**config.mk**
```make
export PLATFORM = sky130hd
export DESIGN_NAME = crop_pad
export DESIGN_NICKNAME = d
export VERILOG_FILES = /design/src/rtl/crop_pkg.sv /design/src/rtl/axis_out_reg.sv /design/src/rtl/crop_pad.sv
export SDC_FILE = /design/constraint.sdc
export NUM_CORES = 1
export LEC_CHECK = 0
export CAP_MARGIN = 20
export CELL_PAD_IN_SITES_DETAIL_PLACEMENT = 2
export CELL_PAD_IN_SITES_GLOBAL_PLACEMENT = 2
export CORE_MARGIN = 3
export CORE_UTILIZATION = 35
export CTS_CLUSTER_DIAMETER = 50
export DETAILED_ROUTE_END_ITERATION = 16
export MAX_ROUTING_LAYER = met4
export PLACE_DENSITY_LB_ADDON = 0.25
export REMOVE_ABC_BUFFERS = 1
export SETUP_SLACK_MARGIN = 0.05
export SLEW_MARGIN = 10
export SYNTH_ARGS = -nofsm -noshare
export SYNTH_HDL_FRONTEND = slang
export SYNTH_SLANG_ARGS = --single-unit
```
**constraint.sdc**
```tcl
create_clock -name clk -period 4.71 [get_ports clk]
set_clock_uncertainty 0.15 [all_clocks]
set_input_delay 0.942 -clock clk [delete_from_list [all_inputs] [get_ports clk]]
set_output_delay 0.942 -clock clk [all_outputs]
set_load 0.01 [all_outputs]
```
**src/rtl/crop_pkg.sv**
```systemverilog
// crop_pkg: shared FSM encoding, default widths and coordinate clamp for the crop/pad stream blocks
package crop_pkg;
  typedef enum logic {IDLE, STREAM} state_t;
  localparam int PIXEL_BIT_WIDTH = 12;
  localparam int IMG_ROW_BITWIDTH = 10;
  localparam int IMG_COL_BITWIDTH = 10;
  function automatic int unsigned clamp_coord(input int unsigned value, input int unsigned limit);
    return value > limit ? limit : value;
  endfunction
endpackage

```
**src/rtl/axis_out_reg.sv**
```systemverilog
// axis_out_reg: single-entry valid/ready output register with data, last and (CROP_PAD_SOF_EN) user
module axis_out_reg #(
  parameter int DATA_W = 12
) (
  input  logic              clk,
  input  logic              reset,
  input  logic              load,
  input  logic [DATA_W-1:0] d_data,
  input  logic              d_last,
`ifdef CROP_PAD_SOF_EN
  input  logic              d_user,
  output logic              tuser,
`endif
  output logic [DATA_W-1:0] tdata,
  output logic              tvalid,
  input  logic              tready,
  output logic              tlast
);
  always_ff @(posedge clk or negedge reset)
    if (!reset) begin
      tvalid <= 1'b0;
      tdata  <= '0;
      tlast  <= 1'b0;
    end else if (load) begin
      tvalid <= 1'b1;
      tdata  <= d_data;
      tlast  <= d_last;
    end else if (tready)
      tvalid <= 1'b0;
`ifdef CROP_PAD_SOF_EN
  always_ff @(posedge clk or negedge reset)
    if (!reset)
      tuser <= 1'b0;
    else if (load)
      tuser <= d_user;
`endif
endmodule

```
**src/rtl/crop_pad.sv**
```systemverilog
// crop_pad: places an IN_ROWS x IN_COLS tile at (Y1,X1) inside a PAD_VALUE raster frame; CROP_PAD_SOF_EN adds pixel_out_TUSER
module crop_pad #(
  parameter int PIXEL_BIT_WIDTH  = crop_pkg::PIXEL_BIT_WIDTH,
  parameter int IN_ROWS          = 20,
  parameter int IN_COLS          = 20,
  parameter int OUT_ROWS         = 40,
  parameter int OUT_COLS         = 40,
  parameter int IMG_ROW_BITWIDTH = crop_pkg::IMG_ROW_BITWIDTH,
  parameter int IMG_COL_BITWIDTH = crop_pkg::IMG_COL_BITWIDTH,
  parameter logic [PIXEL_BIT_WIDTH-1:0] PAD_VALUE = '0
) (
  input  logic                        clk,
  input  logic                        reset,
  input  logic [PIXEL_BIT_WIDTH-1:0]  pixel_in_TDATA,
  input  logic                        pixel_in_TVALID,
  output logic                        pixel_in_TREADY,
  input  logic [IMG_ROW_BITWIDTH-1:0] crop_Y1_TDATA,
  input  logic                        crop_Y1_TVALID,
  output logic                        crop_Y1_TREADY,
  input  logic [IMG_COL_BITWIDTH-1:0] crop_X1_TDATA,
  input  logic                        crop_X1_TVALID,
  output logic                        crop_X1_TREADY,
  output logic [PIXEL_BIT_WIDTH-1:0]  pixel_out_TDATA,
  output logic                        pixel_out_TVALID,
  input  logic                        pixel_out_TREADY,
  output logic                        pixel_out_TLAST
`ifdef CROP_PAD_SOF_EN
  , output logic                      pixel_out_TUSER
`endif
);
  import crop_pkg::*;
  state_t state, state_nx;
  logic [IMG_ROW_BITWIDTH-1:0] y, y1;
  logic [IMG_COL_BITWIDTH-1:0] x, x1;
  logic y_held, x_held, y_acc, x_acc, in_region, room, load, last_col, last_row, last_px;
  logic [PIXEL_BIT_WIDTH-1:0] d_data;
  always_ff @(posedge clk or negedge reset)
    if (!reset)
      state <= IDLE;
    else
      state <= state_nx;
  always_comb
    state_nx = state == IDLE ? ((y_held || y_acc) && (x_held || x_acc) ? STREAM : IDLE)
                             : (load && last_px ? IDLE : STREAM);
  always_comb begin
    crop_Y1_TREADY  = state == IDLE && !y_held;
    crop_X1_TREADY  = state == IDLE && !x_held;
    y_acc           = crop_Y1_TVALID && crop_Y1_TREADY;
    x_acc           = crop_X1_TVALID && crop_X1_TREADY;
    in_region       = 32'(y) >= 32'(y1) && 32'(y) < 32'(y1) + IN_ROWS &&
                      32'(x) >= 32'(x1) && 32'(x) < 32'(x1) + IN_COLS;
    room            = !pixel_out_TVALID || pixel_out_TREADY;
    load            = state == STREAM && room && (!in_region || pixel_in_TVALID);
    pixel_in_TREADY = state == STREAM && in_region && room;
    last_col        = 32'(x) == OUT_COLS - 1;
    last_row        = 32'(y) == OUT_ROWS - 1;
    last_px         = last_col && last_row;
    d_data          = in_region ? pixel_in_TDATA : PAD_VALUE;
  end
  always_ff @(posedge clk or negedge reset)
    if (!reset) begin
      x <= '0;
      y <= '0;
    end else if (load) begin
      x <= last_col ? '0 : x + 1'b1;
      y <= last_col ? (last_row ? '0 : y + 1'b1) : y;
    end
  always_ff @(posedge clk or negedge reset)
    if (!reset) begin
      y_held <= 1'b0;
      x_held <= 1'b0;
      y1     <= '0;
      x1     <= '0;
    end else if (load && last_px) begin
      y_held <= 1'b0;
      x_held <= 1'b0;
    end else begin
      if (y_acc) begin
        y1     <= IMG_ROW_BITWIDTH'(clamp_coord(32'(crop_Y1_TDATA), OUT_ROWS - IN_ROWS));
        y_held <= 1'b1;
      end
      if (x_acc) begin
        x1     <= IMG_COL_BITWIDTH'(clamp_coord(32'(crop_X1_TDATA), OUT_COLS - IN_COLS));
        x_held <= 1'b1;
      end
    end
  axis_out_reg #(.DATA_W(PIXEL_BIT_WIDTH)) u_out (
    .clk    (clk),
    .reset  (reset),
    .load   (load),
    .d_data (d_data),
    .d_last (last_px),
`ifdef CROP_PAD_SOF_EN
    .d_user (x == '0 && y == '0),
    .tuser  (pixel_out_TUSER),
`endif
    .tdata  (pixel_out_TDATA),
    .tvalid (pixel_out_TVALID),
    .tready (pixel_out_TREADY),
    .tlast  (pixel_out_TLAST)
  );
endmodule

```
Word level (Yosys, flattened, before mapping) --
Cells that the tools add are included.
Storage, ports and cells: flip-flop bits (word level) 57, latch bits 0, RAM bits 0, ROM bits 0, input port bits 38, word-level logic and storage cells 66, memories 0
Operators by class: add/sub/neg operators 4, multipliers 0, div/mod/pow operators 0, order comparisons 6, eq/ne operators 2, shifts and indexed selects 0, mux-type cells 14, bitwise operators 2, reductions and logical operators 28
Operator list (count):
- two-way mux 10 bit | 4
- adder 10 x 5 -> 11 bit, second input constant | 2
- < comparator 10 x 11 -> 1 bit | 2
- adder 10 x 1 -> 10 bit, second input constant | 2
- equality test 10 x 6 -> 1 bit, second input constant | 2
- greater-or-equal comparator 10 bit | 2
- greater-than comparator 10 x 5 -> 1 bit, second input constant | 2
- logical AND 1 bit | 14
- two-way mux 12 bit | 1
- two-way mux 1 bit | 9
- AND reduction 2 bit | 3
- nonzero test 2 bit | 3
- logical NOT 1 bit | 4
- logical OR 1 bit | 4
- NOT 1 bit | 2

Logic depth before layout (Yosys ltp) --
word-level depth 11, mapped depth 13, mapped depth without buffers 11

Cells and area by module --
From an unflattened synthesis, not the netlist that was laid out.
Unflattened totals: cell total of the unflattened synthesis 368, area, all modules 3657.3 µm²
By module, submodules not included:
- crop_pad | times used 1, cells each 338, area each 3136.8 µm², seq. area each 1076.0 µm²
- axis_out_reg | times used 1, cells each 30, area each 520.5 µm², seq. area each 350.3 µm²

Worst setup path after synthesis --
Ideal clock, no wire load.
path kind register to output, from register y1[2], to output pixel_in_TREADY, arrival time 2377 ps, setup slack 1241 ps, cell stages (with the launch flop) 10, path buffers 0, path through dfrtp_1 ha_1 o2111ai_1 xnor2_1 ha_1 a21o_1 a21oi_1 o22ai_1 a21o_1 nor4_1
Between the ends: cells in the longest elaborated chain, start to end 7, elaborated cells between the ends (all ways) 8, classes of those cells 1 x add/sub; 2 x order compare; 5 x reduce/logical
Ends and longest elaborated chain:
- start: declaration | line crop_pad.sv:33 | logic [IMG_ROW_BITWIDTH-1:0] y, y1;
- start signal: assignment | line crop_pad.sv:79 | y1 <= IMG_ROW_BITWIDTH'(clamp_coord(32'(crop_Y1_TDATA), OUT_ROWS - IN_ROWS));
- adder 10 x 5 -> 11 bit | line crop_pad.sv:50 | in_region = 32'(y) >= 32'(y1) && 32'(y) < 32'(y1) + IN_ROWS &&
- < comparator 10 x 11 -> 1 bit | line crop_pad.sv:50
- logical AND 1 bit (*) (2 in series) | line crop_pad.sv:50
- logical AND 1 bit (*) | line crop_pad.sv:51 | 32'(x) >= 32'(x1) && 32'(x) < 32'(x1) + IN_COLS;
- logical AND 1 bit (*) (2 in series) | line crop_pad.sv:54 | pixel_in_TREADY = state == STREAM && in_region && room;
- end: declaration | line crop_pad.sv:16 | output logic pixel_in_TREADY,
Mark *: on every way between the ends. The rest lies on a longest branch, timed or not.

Final worst setup path --
from register x1[2], to output pixel_in_TREADY
Between the ends: cells in the longest elaborated chain, start to end 5, elaborated cells between the ends (all ways) 7, classes of those cells 1 x add/sub; 2 x order compare; 4 x reduce/logical
Ends and longest elaborated chain:
- start: declaration | line crop_pad.sv:34 | logic [IMG_COL_BITWIDTH-1:0] x, x1;
- start signal: assignment | line crop_pad.sv:83 | x1 <= IMG_COL_BITWIDTH'(clamp_coord(32'(crop_X1_TDATA), OUT_COLS - IN_COLS));
- adder 10 x 5 -> 11 bit / greater-or-equal comparator 10 bit (equally long branches) | line crop_pad.sv:51
- < comparator 10 x 11 -> 1 bit / logical AND 1 bit (equally long branches) | line crop_pad.sv:51, crop_pad.sv:50
- logical AND 1 bit (*) | line crop_pad.sv:51
- logical AND 1 bit (*) (2 in series) | line crop_pad.sv:54
Marks and branches as above.

==> results.json <==
{
  "drv_cap": 0,
  "yosysTopAreaCell": "dfrtp_1",
  "cts_buffers": 9,
  "yosysUniqueCellTypes": 47,
  "post-dp-hpwl_um": 7590,
  "grt_max_degree": 36,
  "fin_nets": 500,
  "synth_fa_ha_area_share_pct": 14.3,
  "grt_pass1_wl_um": 17000,
  "syn_to_final_growth_pct": 27.0,
  "layout-drive-gt1-share_pct": 7.73,
  "hold_viol": 0,
  "yosys-top-cells-count": "dfrtp_1, ha_1, inv_1, o21ai_0, nand2_1",
  "wl_per_cell_um": 18.1,
  "r2r_start": "x1[2]",
  "cts_tree": "built",
  "diodes": 0,
  "antenna_found_initial": 0,
  "yosysMostFrequentCell": "dfrtp_1",
  "synth_xor_area_share_pct": 5.49,
  "relSlewSlack_pct": 42.7,
  "grt_usage_pct": 19.6,
  "hold_buffers": 0,
  "critPathRequiredTime_ps": 3620,
  "io_buffers": 54,
  "ff2ff_setup_slack_ps": 1140,
  "synthMuxAreaShare_pct": 0,
  "seq_area_frac_synth_pct": 40.6,
  "met3_usage_pct": 5.71,
  "gp_congestion": 0.773,
  "slew_viol_final": 0,
  "clockBufferDepth": 2,
  "crit_type": "register to output port",
  "die_w_um": 106,
  "min_to": "u_out.tlast",
  "synthCells": 360,
  "r2r-end": "y[3]",
  "dieArea_um2": 11300,
  "drt-initial-drc-count": 99,
  "outcome": "finished clean",
  "top_usage_layer": "met2",
  "critical-path-slowest-cell": "clkdlybuf4s50_1",
  "power-per-cell-area_nw_per_um2": 426,
  "rsz0062_at_grt": "false",
  "multi_input_area_um2": 1960,
  "regArea_um2": 1430,
  "path_common_cell": "ha_1",
  "grt_pass1_vias": 3406,
  "cp-end-kind": "output port",
  "synth-compound-area-share_pct": 19.0,
  "dr.pass1.iters": 4,
  "synth-main-ff-cell": "dfrtp_1",
  "clkLatencyLatePin_ps": 350,
  "clk_transition_reported_paths_ps": 70,
  "hold_path.class": "register to register",
  "power_leakage_nw": 2.05,
  "fin_crit_sh_pct": 95.6,
  "drc_errors": 0,
  "ant_nets": 0,
  "drt-total-wl_um": 10000,
  "worst_pin_slew_ps": 838,
  "dr_total_vias": 3051,
  "dpl_cell_area_um2": 4180,
  "fillers": 1032,
  "grtUsageMet1_pct": 25.3,
  "rr_worst_depth": 13,
  "clock-sinks": 57,
  "met2_usage_pct": 30.5,
  "cp_cell_sequence": "ha_1 -> o21ai_1 -> xnor2_1 -> ha_1 -> a211oi_1 -> o21ai_0 -> a211oi_2 -> o32ai_4 -> nor4_2 -> buf_4 -> clkdlybuf4s50_1",
  "synthTopCellsByArea": "dfrtp_1, ha_1, o21ai_0",
  "finalSetupTns_ps": 0,
  "syn-cell-area_um2": 3510,
  "postLayoutCoreUtil_pct": 46.9,
  "critPathMaxFanout": 4,
  "num_rows": 35,
  "ys_ff_latch": 57,
  "postSynthAreaPerCell_um2": 9.75,
  "synth_edf_count": 0,
  "ys.warnings.count": 0,
  "finalInstanceArea_um2": 4460,
  "fmax_mhz": 222,
  "overflow": 0,
  "critPathArrivalTime_ps": 3410,
  "whs_path_depth": 2,
  "min_from": "u_out.tlast",
  "io_pins": 55,
  "setup_violations": 0,
  "slowest_delay_ps": 530,
  "synthArstFlopShare_pct": 100,
  "yosysTopAreaCellShare_pct": 40.6,
  "start_util_pct": 36.9,
  "ir_drop_uv": 212,
  "root_buffer": "clkbuf_8",
  "h-tree-depth": 3,
  "finalCriticalPeriod_ps": 4510,
  "coreArea_um2": 9500,
  "synth_simple_gate_area_share_pct": 15.9,
  "startpoint_type": "register",
  "via_per_inst": 5.49,
  "die_h_um": 106,
  "synth_top_family_by_area": "compound AO/OA/AOI/OAI gates"
}
## where the power goes
part,internal (mW),switching [mW],total (mW)
logic,0.305,0.390,0.694
clock network,0.311,0.212,0.524
registers,0.575,0.108,0.683
## sequential cells by signal, indices dropped and copies added, names as in the netlist
signal,count
state,1
u_out.tdata,12
u_out.tlast,1
u_out.tvalid,1
x,10
x1,10
x_held,1
y,10
y1,10
y_held,1
## worst max path at each step
stage / start / endpoint / slack [ps]
after floorplan: y1[2] / y[1] / 940
after global placement: x1[2] / pixel_in_TREADY / 410
after detailed placement: x1[2] / pixel_in_TREADY / 280
after CTS: x1[2] / pixel_in_TREADY / 130
after global routing: x1[2] / pixel_in_TREADY / 40
final: x1[2] / pixel_in_TREADY / 200
## repair_timing
item,in CTS,in global routing
pin swaps,1,2
resized for setup,1,5
setup endpoints to repair,1,1
buffers inserted,1,2
## kinds of logic after synthesis
group,after synthesis
fa+ha+maj,40
flops,57
buf+inv,39
simple gates,108
xor+xnor,22
compound gates,94
## critical path: cells and delay by family (launching register included)
family	cells	cell delay, ps
AOI/OAI and AO/OA	5	1030
xor gates and xnor gates	1	140
adders and majority gates	2	520
buffers and inverters	2	700
DFF	1	420
and+or+nand+nor	1	260
## through the flow
stage	setup WS, ps	hold slack (ps)	power (mW)	instances
after floorplan	939	327	1.10	351
after global placement	414	320	1.30	537
after detailed placement	283	337	1.34	537
after CTS	126	353	1.89	554
after global routing	42.1	373	2.06	556
final	205	342	1.90	556
## final cells by class
type,instances,area share (%)
multi-input cells,264,43.9
flip-flops and latches,57,32.0
repair buffers,60,13.0
well taps,129,3.62
clock buffers,11,3.17
inverters,30,2.53
clock inverters,5,1.77
## layer usage
layer	wire length (um)	up-vias
met5	0	-
li1	-	1430
met4	93	0
met1	4730	1548
met2	4850	62
met3	368	11
## cells in the final DEF, fill, tap and decap left out, drive strengths merged, types with 2 or more instances in the layout
cell,count
o22ai,2
and2,5
or4,6
nand3,12
clkdlybuf4s50,53
clkbuf,11
o22a,2
xor2,12
nor4,7
nor3,14
a2111oi,2
o41ai,2
nor2,19
o21ai,32
inv,30
xnor2,10
bufinv,2
nand2b,6
clkinv,3
a21oi,9
ha,40
a22o,15
nand2,27
o31ai,5
a22oi,2
buf,7
dfrtp,57
and3,4
nor2b,2
o2111ai,2
a211oi,5
nand4,2
a21o,9
(Power assumes the default switching activity.)
